===== src/rtl/abr_prim_alert_pkg.sv =====
// Shared types for the differential alert protocol (sender <-> receiver).
package abr_prim_alert_pkg;

  // Sender -> receiver: one differential pair carrying the alert level.
  typedef struct packed {
    logic alert_p;
    logic alert_n;
  } alert_tx_t;

  // Receiver -> sender: ping request pair and ack pair.
  typedef struct packed {
    logic ping_p;
    logic ping_n;
    logic ack_p;
    logic ack_n;
  } alert_rx_t;

  parameter alert_tx_t ALERT_TX_DEFAULT = '{alert_p: 1'b0, alert_n: 1'b1};
  parameter alert_rx_t ALERT_RX_DEFAULT = '{ping_p: 1'b0, ping_n: 1'b1,
                                            ack_p: 1'b0, ack_n: 1'b1};

  // Receiver handshake state.
  typedef enum logic [1:0] {
    Idle      = 2'd0,
    HsAckWait = 2'd1,
    Pause0    = 2'd2,
    Pause1    = 2'd3
  } alert_rx_state_e;

endpackage


===== src/rtl/abr_prim_diff_decode.sv =====
// Optional synchroniser plus differential-pair decode.
// level_o is 1 for p&~n; sigint_o flags p==n (level_o is then 0).
module abr_prim_diff_decode #(
  parameter bit          AsyncOn       = 1'b0,
  parameter int unsigned NumSyncStages = 2
) (
  input  logic clk_i,
  input  logic rst_ni,
  input  logic diff_pi,
  input  logic diff_ni,
  output logic level_o,
  output logic sigint_o
);

  logic diff_p, diff_n;

  if (AsyncOn) begin : gen_sync
    logic [NumSyncStages-1:0] sync_p_q, sync_n_q;

    // Synchroniser chains; reset to the idle pair value (p=0, n=1).
    always_ff @(posedge clk_i or negedge rst_ni) begin
      if (!rst_ni) begin
        sync_p_q <= '0;
        sync_n_q <= '1;
      end else begin
        sync_p_q <= {sync_p_q[NumSyncStages-2:0], diff_pi};
        sync_n_q <= {sync_n_q[NumSyncStages-2:0], diff_ni};
      end
    end

    assign diff_p = sync_p_q[NumSyncStages-1];
    assign diff_n = sync_n_q[NumSyncStages-1];
  end else begin : gen_no_sync
    logic unused_clk_rst;
    assign unused_clk_rst = clk_i ^ rst_ni;
    assign diff_p = diff_pi;
    assign diff_n = diff_ni;
  end

  // Decode: any equal pair is an integrity fault, never a valid level.
  always_comb begin
    level_o  = diff_p & ~diff_n;
    sigint_o = ~(diff_p ^ diff_n);
  end

endmodule


===== src/rtl/abr_prim_alert_receiver.sv =====
// Handler-side end of the differential alert protocol: runs the alert/ack
// handshake, issues pings, matches ping responses, flags pair faults.
module abr_prim_alert_receiver
  import abr_prim_alert_pkg::*;
#(
  parameter bit          AsyncOn       = 1'b0,
  parameter int unsigned NumSyncStages = 2
) (
  input  logic      clk_i,
  input  logic      rst_ni,
  input  logic      ping_req_i,
  output logic      ping_ok_o,
  output logic      integ_fail_o,
  output logic      alert_o,
  input  alert_tx_t alert_tx_i,
  output alert_rx_t alert_rx_o
);

  logic alert_level, alert_sigint;

  abr_prim_diff_decode #(
    .AsyncOn       (AsyncOn),
    .NumSyncStages (NumSyncStages)
  ) u_decode (
    .clk_i    (clk_i),
    .rst_ni   (rst_ni),
    .diff_pi  (alert_tx_i.alert_p),
    .diff_ni  (alert_tx_i.alert_n),
    .level_o  (alert_level),
    .sigint_o (alert_sigint)
  );

  alert_rx_state_e state_q;
  logic ack_q, ping_q, ping_pending_q;
  logic alert_q, ping_ok_q, integ_fail_q;

  // Handshake FSM, ping tracking and registered event pulses.
  always_ff @(posedge clk_i or negedge rst_ni) begin
    if (!rst_ni) begin
      state_q        <= Idle;
      ack_q          <= 1'b0;
      ping_q         <= 1'b0;
      ping_pending_q <= 1'b0;
      alert_q        <= 1'b0;
      ping_ok_q      <= 1'b0;
      integ_fail_q   <= 1'b0;
    end else begin
      alert_q      <= 1'b0;
      ping_ok_q    <= 1'b0;
      integ_fail_q <= 1'b0;

      // A new ping is only launched when none is outstanding; an alert in
      // the same cycle was already classified against the old pending flag.
      if (ping_req_i && !ping_pending_q) begin
        ping_q         <= ~ping_q;
        ping_pending_q <= 1'b1;
      end

      if (alert_sigint) begin
        // Pair fault: abandon any handshake, keep ping bookkeeping intact.
        integ_fail_q <= 1'b1;
        state_q      <= Idle;
        ack_q        <= 1'b0;
      end else begin
        case (state_q)
          Idle: begin
            ack_q <= 1'b0;
            if (alert_level) begin
              state_q <= HsAckWait;
              ack_q   <= 1'b1;
              if (ping_pending_q) begin
                ping_ok_q      <= 1'b1;
                ping_pending_q <= 1'b0;
              end else begin
                alert_q <= 1'b1;
              end
            end
          end
          HsAckWait: begin
            if (!alert_level) begin
              state_q <= Pause0;
              ack_q   <= 1'b0;
            end
          end
          Pause0: begin
            ack_q   <= 1'b0;
            state_q <= Pause1;
          end
          Pause1: begin
            ack_q   <= 1'b0;
            state_q <= Idle;
          end
          default: begin
            state_q      <= Idle;
            ack_q        <= 1'b0;
            integ_fail_q <= 1'b1;
          end
        endcase
      end
    end
  end

  // Differential outputs are direct copies / inversions of registers.
  always_comb begin
    alert_rx_o   = '{ping_p: ping_q, ping_n: ~ping_q, ack_p: ack_q, ack_n: ~ack_q};
    alert_o      = alert_q;
    ping_ok_o    = ping_ok_q;
    integ_fail_o = integ_fail_q;
  end

endmodule

===== config.mk =====
export PLATFORM = sky130hd
export DESIGN_NAME = abr_prim_alert_receiver
export DESIGN_NICKNAME = d
export VERILOG_FILES = /design/src/rtl/abr_prim_alert_pkg.sv /design/src/rtl/abr_prim_diff_decode.sv /design/src/rtl/abr_prim_alert_receiver.sv
export SDC_FILE = /design/constraint.sdc
export NUM_CORES = 1
export LEC_CHECK = 0
export CAP_MARGIN = 20
export CORE_MARGIN = 2
export CORE_UTILIZATION = 29
export CTS_BUF_LIST = sky130_fd_sc_hd__clkbuf_16
export CTS_CLUSTER_SIZE = 24
export DETAILED_ROUTE_END_ITERATION = 6
export PLACE_DENSITY = 0.57
export SETUP_SLACK_MARGIN = 0.15
export SYNTH_ARGS = -nofsm -noshare
export SYNTH_HDL_FRONTEND = slang
export SYNTH_HIERARCHICAL = 1
export SYNTH_SLANG_ARGS = --single-unit

===== constraint.sdc =====
create_clock -name clk_i -period 1.58 [get_ports clk_i]
set_clock_uncertainty 0.05 [all_clocks]
set_input_delay 0.316 -clock clk_i [delete_from_list [all_inputs] [get_ports clk_i]]
set_output_delay 0.316 -clock clk_i [all_outputs]
set_load 0.01 [all_outputs]

==> run_results.csv <==
group,metric,value,unit
yosys,netlist_instances,35,
power_and_ir_drop,peakVddDrop,873,µV
worst_setup_path,crit_type,"in -> reg",
cells_and_area,final_util,48.0,%
detailed_routing,post_drt_wl_per_cell,12.7,µm
yosys,yosysWarnings,6,
clocking,cts-root-buf,"clkbuf_16",
worst_hold_path,hold_class,"in -> async",
yosys,synth_area,417,µm²
worst_setup_path,critPathRequiredTime,1680,ps
sta,setup_viol,0,
detailed_routing,drt_pass1_iterations,5,
cells_and_area,diodes,0,
worst_setup_path,r2r-end,"state_q[0]$_DFFE_PN0P_",
worst_setup_path,worst_ep_arrival_time,1450,ps
run,drv_cap,0,
yosys,synth_seq_cells,8,
clocking,cts_buffer_depth,2,
yosys,seq_area_frac_synth,48.0,%
power_and_ir_drop,p_clk_share,39.9,%
detailed_routing,routed_wl,803,µm
cells_and_area,layout.cells.non_filler,63,
power_and_ir_drop,switching_share,27.7,%
clocking,clk_latency,230,ps
worst_setup_path,cp_max_fo,2,
clocking,cts_tree,"yes",
yosys,netlist_top_cells_area,"dfrtp_1, ha_1, mux2i_1",
worst_setup_path,start_kind,"input pin",
placement,gp_congestion,0.692,
grt,grt_pass1_vias,315,
power_and_ir_drop,power_density,1640,nW/µm²
detailed_routing,final_antenna_net_count,0,
sta,fmax,740,MHz
clocking,clock-sinks,8,
grt,overflow,0,
cells_and_area,final_common_cell,"dfrtp_1",
placement,portBuffers,11,
clocking,cts-hold-fix-buffers,0,
worst_setup_path,cp-end-kind,"flip-flop",
sta,tightest_slew,366,ps
power_and_ir_drop,p_leak,0.295,nW
grt,antenna_found_initial,0,
clocking,cts_setup_buffers,0,
yosys,yosys.area.top_type,"dfrtp_1",
cells_and_area,final_nets,60,
clocking,clk_pin_slew,40,ps
yosys,synth_top_area_share,48.0,%
sta,maxSlewViolCount,0,
power_and_ir_drop,internal_power,0.751,mW
worst_setup_path,r2r_start,"state_q[0]$_DFFE_PN0P_",
clocking,htreeDepth,1,
sta,post-route-period-util,85.5,%
clocking,cts_resized,9,
yosys,synthesis.nets,45,
yosys,synth.distinct_cells,14,
sta,hold_viol,0,
grt,grt_max_degree,9,
worst_setup_path,r2r.worst_path.cells,4,
floorplanning,io_pins,12,
sta,post-route-min-period,1350,ps
detailed_routing,route.detailed.drc,0,
floorplanning,placementRows,13,
floorplanning,die_y,41.9,µm
detailed_routing,drt_iter0_drc,5,
detailed_routing,num_vias,286,
floorplanning,die_w,41.9,µm
worst_setup_path,rrSetupSlack,310,ps
power_and_ir_drop,pwr-share-seq,27.6,%
placement,dp_cells,60,
cells_and_area,areaGrowthSynthToFinish,51.7,%
power_and_ir_drop,power_frac_comb,32.5,%
power_and_ir_drop,switching_power,0.288,mW
clocking,cts_buffers,3,
floorplanning,core_area,1320,µm²
sta,rsz0062_at_grt,"no",
floorplanning,dieArea,1760,µm²
cells_and_area,final_cell_mix,"dfrtp_1, dlygate4sd2_1, inv_1",
power_and_ir_drop,power,1.04,mW
grt,grt_usage,10.6,%
sta,slew_headroom,75.5,%
placement,hpwlAfterDp,580,µm
detailed_routing,vias_per_cell,4.54,
grt,grt_pass1_wl,1350,µm
floorplanning,initial_core_util,31.6,%
yosys,syn_area_per_cell,11.9,µm²
outcome,status,"finished, final reports clean",
cells_and_area,drive_gt1_share,14.6,%
[power by group through the flow]
stage	registers [mW]	clock network, mW	logic, mW
2_1_floorplan	0.283	0	0.228
3_3_place_gp	0.285	0	0.321
3_5_place_dp	0.289	0	0.337
4_1_cts	0.286	0.420	0.316
5_1_grt	0.294	0.437	0.375
6_report	0.287	0.414	0.338
[how the worst max path moves through the flow]
stage,startpoint,to,slack (ps)
floorplan,state_q[0]$_DFFE_PN0P_,state_q[0]$_DFFE_PN0P_,420
global placement,alert_tx_i[0],ping_pending_q$_DFF_PN0_,-90
detailed placement,alert_tx_i[0],alert_o$_DFF_PN0_,-110
CTS,alert_tx_i[0],ping_pending_q$_DFF_PN0_,160
global route,alert_tx_i[1],state_q[0]$_DFFE_PN0P_,160
finish,alert_tx_i[1],state_q[0]$_DFFE_PN0P_,230
[cell usage after synthesis, drive strengths merged]
library cell and count:
o21bai 1, buf 2, nor2b 1, nor2 2, nand2b 3, mux2i 4, and4b 1, dfrtp 8
inv 5, xnor2 1, ha 5, nor3b 1, nor4bb 1
[per-layer routing]
layer	wire, µm	track usage (%)	share of wire (%)
met2	401	18.4	50
met3	66	4.78	8.2
met1	336	11.0	42
met4	0	3.87	0
met5	0	0	0
[area by class of cell]
cell class / count / area, µm²
Fill cell: 119 / 686
Multi-Input combinational cell: 20 / 210
Sequential cell: 8 / 200
Timing Repair Buffer: 12 / 109
Clock buffer: 3 / 75.1
Inverter: 5 / 18.8
Tap cell: 15 / 18.8
[per-stage QoR]
step | cell area [µm²] | setup TNS [ps] | setup slack [ps] | hold slack [ps]
after floorplan | 417 | 0 | 420 | -29.6
after global placement | 538 | -141 | -92.8 | 428
after detailed placement | 538 | -322 | -115 | 435
after CTS | 613 | 0 | 162 | 340
after global routing | 632 | 0 | 158 | 355
final | 632 | 0 | 229 | 322
[critical path, stage by stage]
cell             delay (ps)
clkdlybuf4s50_1         510
ha_4                    170
mux2i_4                 250
mux2i_1                 200
[logic make-up (layout without fill, tap and decap cells)]
logic type / after synthesis / in the layout / share of synthesized area [%]
AO/OA/AOI/OAI: 1 / 1 / 1.80
XOR/XNOR: 1 / 1 / 2.10
adder cells (fa/ha/maj): 5 / 5 / 15.0
buffers and inverters: 7 / 20 / 8.11
flip-flops: 8 / 8 / 48.0
multiplexers: 4 / 4 / 10.5
AND/OR/NAND/NOR: 9 / 9 / 14.4
[sequential cells by signal (all words and copies together), names as in the netlist]
signal and count:
integ_fail_o 1, ping_pending_q 1, state_q 2, alert_o 1, ack_q 1, ping_ok_o 1
ping_q 1
No activity file was read; power rests on OpenSTA's default activity.
